$ cat src/rtl/vga_out_pkg.sv
// vga_out_pkg: Bayer matrix and OUT_BITS limits shared by the VGA output dither stage
package vga_out_pkg;
  localparam int OUT_BITS_MIN = 4;
  localparam int OUT_BITS_MAX = 7;
  localparam logic [3:0] BAYER [4][4] = '{
    '{4'd0,  4'd8,  4'd2,  4'd10},
    '{4'd12, 4'd4,  4'd14, 4'd6},
    '{4'd3,  4'd11, 4'd1,  4'd9},
    '{4'd15, 4'd7,  4'd13, 4'd5}
  };
  function automatic logic [3:0] bayer_at(input logic [1:0] y, input logic [1:0] x);
    return BAYER[y][x];
  endfunction
endpackage

$ cat src/rtl/vga_out_dither_channel.sv
// dither_channel: registered threshold add, saturate, reduce to OUT_BITS and blank-to-zero for one colour
module dither_channel #(
  parameter int OUT_BITS = 6
) (
  input  logic                  clk,
  input  logic                  reset,
  input  logic [7:0]            pix,
  input  logic [7-OUT_BITS:0]   thr,
  input  logic                  blank,
  output logic [OUT_BITS-1:0]   dout
);
  localparam int S = 8 - OUT_BITS;
  logic [8:0] sum;
  assign sum = {1'b0, pix} + {{(9 - S){1'b0}}, thr};
  // a carry out of bit 7 saturates to full scale instead of wrapping to black
  always_ff @(posedge clk)
    dout <= (reset || blank) ? '0 : sum[8] ? '1 : sum[7:S];
endmodule

$ cat src/rtl/vga_out_dither.sv
// vga_out_dither: 4x4 Bayer dither of RGB888 to OUT_BITS DAC codes with 2-clock aligned sync/blank; VGA_DITHER_TEMPORAL_EN adds per-frame matrix rotation
module vga_out_dither
  import vga_out_pkg::*;
#(
  parameter int OUT_BITS = 6
) (
  input  logic                clk,
  input  logic                reset,
  input  logic [7:0]          in_r,
  input  logic [7:0]          in_g,
  input  logic [7:0]          in_b,
  input  logic                in_hsync,
  input  logic                in_vsync,
  input  logic                in_hblank,
  input  logic                in_vblank,
  input  logic                dither_en,
  output logic [OUT_BITS-1:0] out_r,
  output logic [OUT_BITS-1:0] out_g,
  output logic [OUT_BITS-1:0] out_b,
  output logic                out_hsync,
  output logic                out_vsync,
  output logic                out_hblank,
  output logic                out_vblank
);
  localparam int S = 8 - OUT_BITS;
  localparam int SH = OUT_BITS - 4;
  if (OUT_BITS < OUT_BITS_MIN || OUT_BITS > OUT_BITS_MAX) begin : g_bad_out_bits
    $error("vga_out_dither: OUT_BITS must lie in 4..7");
  end
  logic [1:0] x_ph, y_ph, xi, yi;
  logic prev_hblank;
  logic [3:0] bay;
  logic [S-1:0] thr, thr_q;
  logic [7:0] r_q, g_q, b_q;
  logic hs_q, vs_q, hb_q, vb_q;
`ifdef VGA_DITHER_TEMPORAL_EN
  logic [1:0] frame;
  logic prev_vblank;
  // frame count advances on each vblank rising edge to rotate the matrix
  always_ff @(posedge clk) begin
    if (reset) begin
      frame <= '0;
      prev_vblank <= 1'b1;
    end else begin
      frame <= (in_vblank && !prev_vblank) ? frame + 2'd1 : frame;
      prev_vblank <= in_vblank;
    end
  end
  assign xi = x_ph + frame;
  assign yi = y_ph + {frame[0], frame[1]};
`else
  assign xi = x_ph;
  assign yi = y_ph;
`endif
  // screen-position phase counters; blanking clears, hblank rise advances the line phase
  always_ff @(posedge clk) begin
    if (reset) begin
      x_ph <= '0;
      y_ph <= '0;
      prev_hblank <= 1'b1;
    end else begin
      x_ph <= in_hblank ? 2'd0 : x_ph + 2'd1;
      y_ph <= in_vblank ? 2'd0 : (in_hblank && !prev_hblank) ? y_ph + 2'd1 : y_ph;
      prev_hblank <= in_hblank;
    end
  end
  // threshold from the current pixel's phase, scaled to the bits being dropped
  always_comb begin
    bay = bayer_at(yi, xi);
    thr = dither_en ? S'(bay >> SH) : '0;
  end
  // stage 1: capture colour, threshold, sync and blank
  always_ff @(posedge clk) begin
    if (reset) begin
      r_q <= '0;
      g_q <= '0;
      b_q <= '0;
      thr_q <= '0;
      hs_q <= 1'b0;
      vs_q <= 1'b0;
      hb_q <= 1'b1;
      vb_q <= 1'b1;
    end else begin
      r_q <= in_r;
      g_q <= in_g;
      b_q <= in_b;
      thr_q <= thr;
      hs_q <= in_hsync;
      vs_q <= in_vsync;
      hb_q <= in_hblank;
      vb_q <= in_vblank;
    end
  end
  // stage 2: sync and blank leave alongside the channel results
  always_ff @(posedge clk) begin
    if (reset) begin
      out_hsync <= 1'b0;
      out_vsync <= 1'b0;
      out_hblank <= 1'b1;
      out_vblank <= 1'b1;
    end else begin
      out_hsync <= hs_q;
      out_vsync <= vs_q;
      out_hblank <= hb_q;
      out_vblank <= vb_q;
    end
  end
  dither_channel #(.OUT_BITS(OUT_BITS)) u_r (.clk(clk), .reset(reset), .pix(r_q), .thr(thr_q), .blank(hb_q | vb_q), .dout(out_r));
  dither_channel #(.OUT_BITS(OUT_BITS)) u_g (.clk(clk), .reset(reset), .pix(g_q), .thr(thr_q), .blank(hb_q | vb_q), .dout(out_g));
  dither_channel #(.OUT_BITS(OUT_BITS)) u_b (.clk(clk), .reset(reset), .pix(b_q), .thr(thr_q), .blank(hb_q | vb_q), .dout(out_b));
endmodule
$ cat config.mk
export PLATFORM = sky130hd
export DESIGN_NAME = vga_out_dither
export DESIGN_NICKNAME = d
export VERILOG_FILES = /design/src/rtl/vga_out_pkg.sv /design/src/rtl/vga_out_dither_channel.sv /design/src/rtl/vga_out_dither.sv
export SDC_FILE = /design/constraint.sdc
export NUM_CORES = 1
export LEC_CHECK = 0
export ABC_AREA = 1
export BUFFER_PORTS_ARGS = -buffer_cell sky130_fd_sc_hd__clkbuf_2
export CAP_MARGIN = 20
export CORE_MARGIN = 2
export CORE_UTILIZATION = 55
export DETAILED_ROUTE_END_ITERATION = 16
export HOLD_SLACK_MARGIN = 0.15
export PLACE_DENSITY = 0.84
export SYNTH_ARGS = -nofsm -noshare
export SYNTH_HDL_FRONTEND = slang
export SYNTH_SLANG_ARGS = --single-unit
$ cat constraint.sdc
create_clock -name clk -period 2.35 [get_ports clk]
set_clock_uncertainty 0.15 [all_clocks]
set_input_delay 0.1175 -clock clk [delete_from_list [all_inputs] [get_ports clk]]
set_output_delay 0.1175 -clock clk [all_outputs]
set_load 0.005 [all_outputs]
==> impl_metrics.py <==
metrics = {
    "synth": {
        "synthTopCellsByArea": "dfxtp_1, inv_1, nand2_1",
        "yosysTopAreaCellShare_pct": 51.92,
        "syn_area_per_cell_um2": 7.571,
        "yosys.area.top_type": "dfxtp_1",
        "syn_inst": 275,
        "ys_seq_area_share_pct": 51.92,
        "synthesis.nets": 309,
        "synth_area_um2": 2082,
        "post-synth-top-count-cell": "inv_1",
        "synth-seq-cells": 54,
        "yosysWarnings": 0,
        "synth.distinct_cells": 22,
        "async_flop_share_pct": 0,
        "synth_common_cells": "inv_1, dfxtp_1, nand2_1, nor2_1, nand3_1",
        "synth_top_flop_cell": "dfxtp_1",
        "synth_edf_count": 0,
    },
    "routing": {
        "drt_first_iter_violations": 50,
        "first_pass_iters": 4,
        "viasPerCell": 4.565,
        "ant_nets": 0,
        "totalWireLength_mm": 4.143,
        "wl_per_cell_um": 10.18,
        "vias": 1858,
        "drc": 0,
    },
    "timing": {
        "max_freq_ghz": 0.6525,
        "finalHoldViolCount": 0,
        "tightest_slew_ns": 0.5993,
        "slew_headroom_pct": 60.05,
        "tns_ns": 0,
        "fin_crit_ns": 1.533,
        "setup_violations": 0,
        "rsz0062_at_grt": "no",
        "slew_viol_final": 0,
        "fin_crit_sh_pct": 65.22,
    },
    "cts": {
        "cts-root-buf": "clkbuf_8",
        "clk_pin_slew_worst_paths_ns": 0.09,
        "clock_latency_ns": 0.30,
        "cts_tree": "built",
        "clockBufferDepth": 2,
        "cts_max_level": 2,
        "cts_sinks": 54,
        "cts_resized": 0,
        "cts_inserted_buffers": 5,
    },
    "final_layout": {
        "fin_nets": 392,
        "diodes": 0,
        "syn_to_final_growth_pct": 32.57,
        "stdcell_area_um2": 2760,
        "drive_above_1_share_pct": 19.22,
    },
    "worst_setup_path": {
        "crit_path_end_kind": "register",
        "arrival_ns": 1.60,
        "path_class": "register to register",
        "startpoint_type": "register",
        "critPathMaxFanout": 7,
        "required_ns": 2.42,
    },
    "power_and_ir_drop": {
        "power.share.clock_pct": 31.4,
        "p_int_w": 0.001264,
        "power_density_nw_per_um2": 589.5,
        "p_leak_nw": 1.462,
        "p_switching_w": 0.0003628,
        "comb_power_share_pct": 8.8,
        "netSwitchingFraction_pct": 22.30,
        "p_seq_share_pct": 59.7,
        "ir_worst_vdd_mv": 0.4690,
    },
    "placement": {
        "port_buffers": 52,
        "dpl-instance-area_um2": 2379,
        "gp_congestion": 0.8763,
        "dpl.hpwl_mm": 2.581,
    },
    "grt": {
        "grt_pass1_vias": 1723,
        "grt_pass1_wl_mm": 7.189,
        "grt.total_usage_pct": 22.25,
        "grt_overflow": 0,
        "grt_max_degree": 33,
        "antenna_found_initial": 0,
    },
    "floorplan": {
        "core_area_um2": 3661,
        "die_x_um": 65.53,
        "ios": 53,
        "die-area_um2": 4294,
        "start_util_pct": 56.87,
        "fp.dieH_um": 65.53,
        "rows": 22,
    },
    "run_status": {
        "status": "finished, final reports clean",
    },
    "job": {
        "maxCapViolations": 0,
    },
    "min_path": {
        "hold_path.class": "input port to register",
    },
}
cells by family after synthesis:
group,Yosys count,synth area share (%)
flops,54,51.92
simple gates,133,28.43
fa+ha+maj,3,1.803
xor+xnor,3,1.262
compound gates,15,4.267
buf+inv,67,12.32
layout by cell type, fill, tap and decap left out, types with 2 or more instances in the layout:
| cell type | count |
|---|---|
| nand3b_1 | 3 |
| ha_1 | 3 |
| nand4_1 | 7 |
| a21oi_1 | 12 |
| xnor2_1 | 3 |
| dfxtp_1 | 54 |
| inv_1 | 61 |
| clkbuf_2 | 52 |
| clkbuf_8 | 6 |
| nand2_1 | 53 |
| nor2_1 | 43 |
| nand2_2 | 3 |
| dlygate4sd3_1 | 29 |
| nor3_1 | 2 |
| or2_2 | 2 |
| nand3_1 | 17 |
power groups by stage:
stage | Sequential (W) | Clock [W] | Combinational (W)
final | 0.000972 | 0.000512 | 0.000144
after CTS | 0.000972 | 0.000526 | 0.000140
after detailed placement | 0.000993 | 0 | 0.000102
after floorplan | 0.000985 | 0 | 0.0000675
after global placement | 0.000992 | 0 | 0.0000996
after global routing | 0.000977 | 0.000561 | 0.000163
path summary, 6_finish.rpt:
kind	start	endpoint	slack (ns)	cells past startpoint
setup / recovery	thr_q[1]$_SDFF_PP0_	u_b.dout[2]$_SDFF_PP0_	0.82	8
hold / removal	reset	vs_q$_SDFF_PP0_	0.24	2
setup reg to reg	thr_q[1]$_SDFF_PP0_	u_b.dout[2]$_SDFF_PP0_	0.82	8
hold reg to reg	hs_q$_SDFF_PP0_	out_hsync$_SDFF_PP0_	0.26	2
sequential cells by signal, indices dropped and copies added (netlist names):
| register | count |
|---|---|
| b_q | 8 |
| g_q | 8 |
| hb_q | 1 |
| hs_q | 1 |
| out_hblank | 1 |
| out_hsync | 1 |
| out_vblank | 1 |
| out_vsync | 1 |
| r_q | 8 |
| thr_q | 2 |
| u_b.dout | 6 |
| u_g.dout | 6 |
| u_r.dout | 6 |
| vb_q | 1 |
| vs_q | 1 |
| x_ph | 1 |
| y_ph | 1 |
critical path: stages (launching register included):
cell	delay, ns
dfxtp_1	0.35
ha_1	0.32
inv_1	0.07
o21ai_4	0.23
nand2_1	0.10
nand2_1	0.07
nand3_1	0.06
nand2_1	0.06
inv_1	0.03
metal layers:
layer,up-vias,wire (um),global-route usage (%)
met4,0,103,11.46
met3,8,183,5.651
met1,813,1700,23.64
met5,-,0,0
li1,985,-,-
met2,52,2155,40.31
per-stage QoR:
step	hold slack, ns	util, %	instances	worst slack, ns	power [W]
after detailed placement	0.1621	64.97	370	0.8014	0.001095
after global routing	0.2741	75.39	407	0.7171	0.001700
after CTS	0.2317	75.39	407	0.8307	0.001638
final	0.2373	75.39	407	0.8174	0.001627
after floorplan	0.07447	-	275	0.9382	0.001053
after global placement	0.1601	64.97	370	0.8707	0.001092
layout make-up:
| class | instances | area (um^2) |
|---|---|---|
| sequential | 54 | 1081 |
| fill | 259 | 900.9 |
| multi-input combinational | 154 | 744.5 |
| timing repair buffer | 81 | 550.5 |
| inverter | 62 | 232.7 |
| clock buffer | 7 | 86.33 |
| tap | 48 | 60.06 |
| clock inverter | 1 | 5.005 |
timing repair:
item                      4_1_cts  5_1_grt
hold endpoints to repair       32        0
buffers inserted                0        0
hold buffers                   29        0
Power figures use the tool's default switching activity.
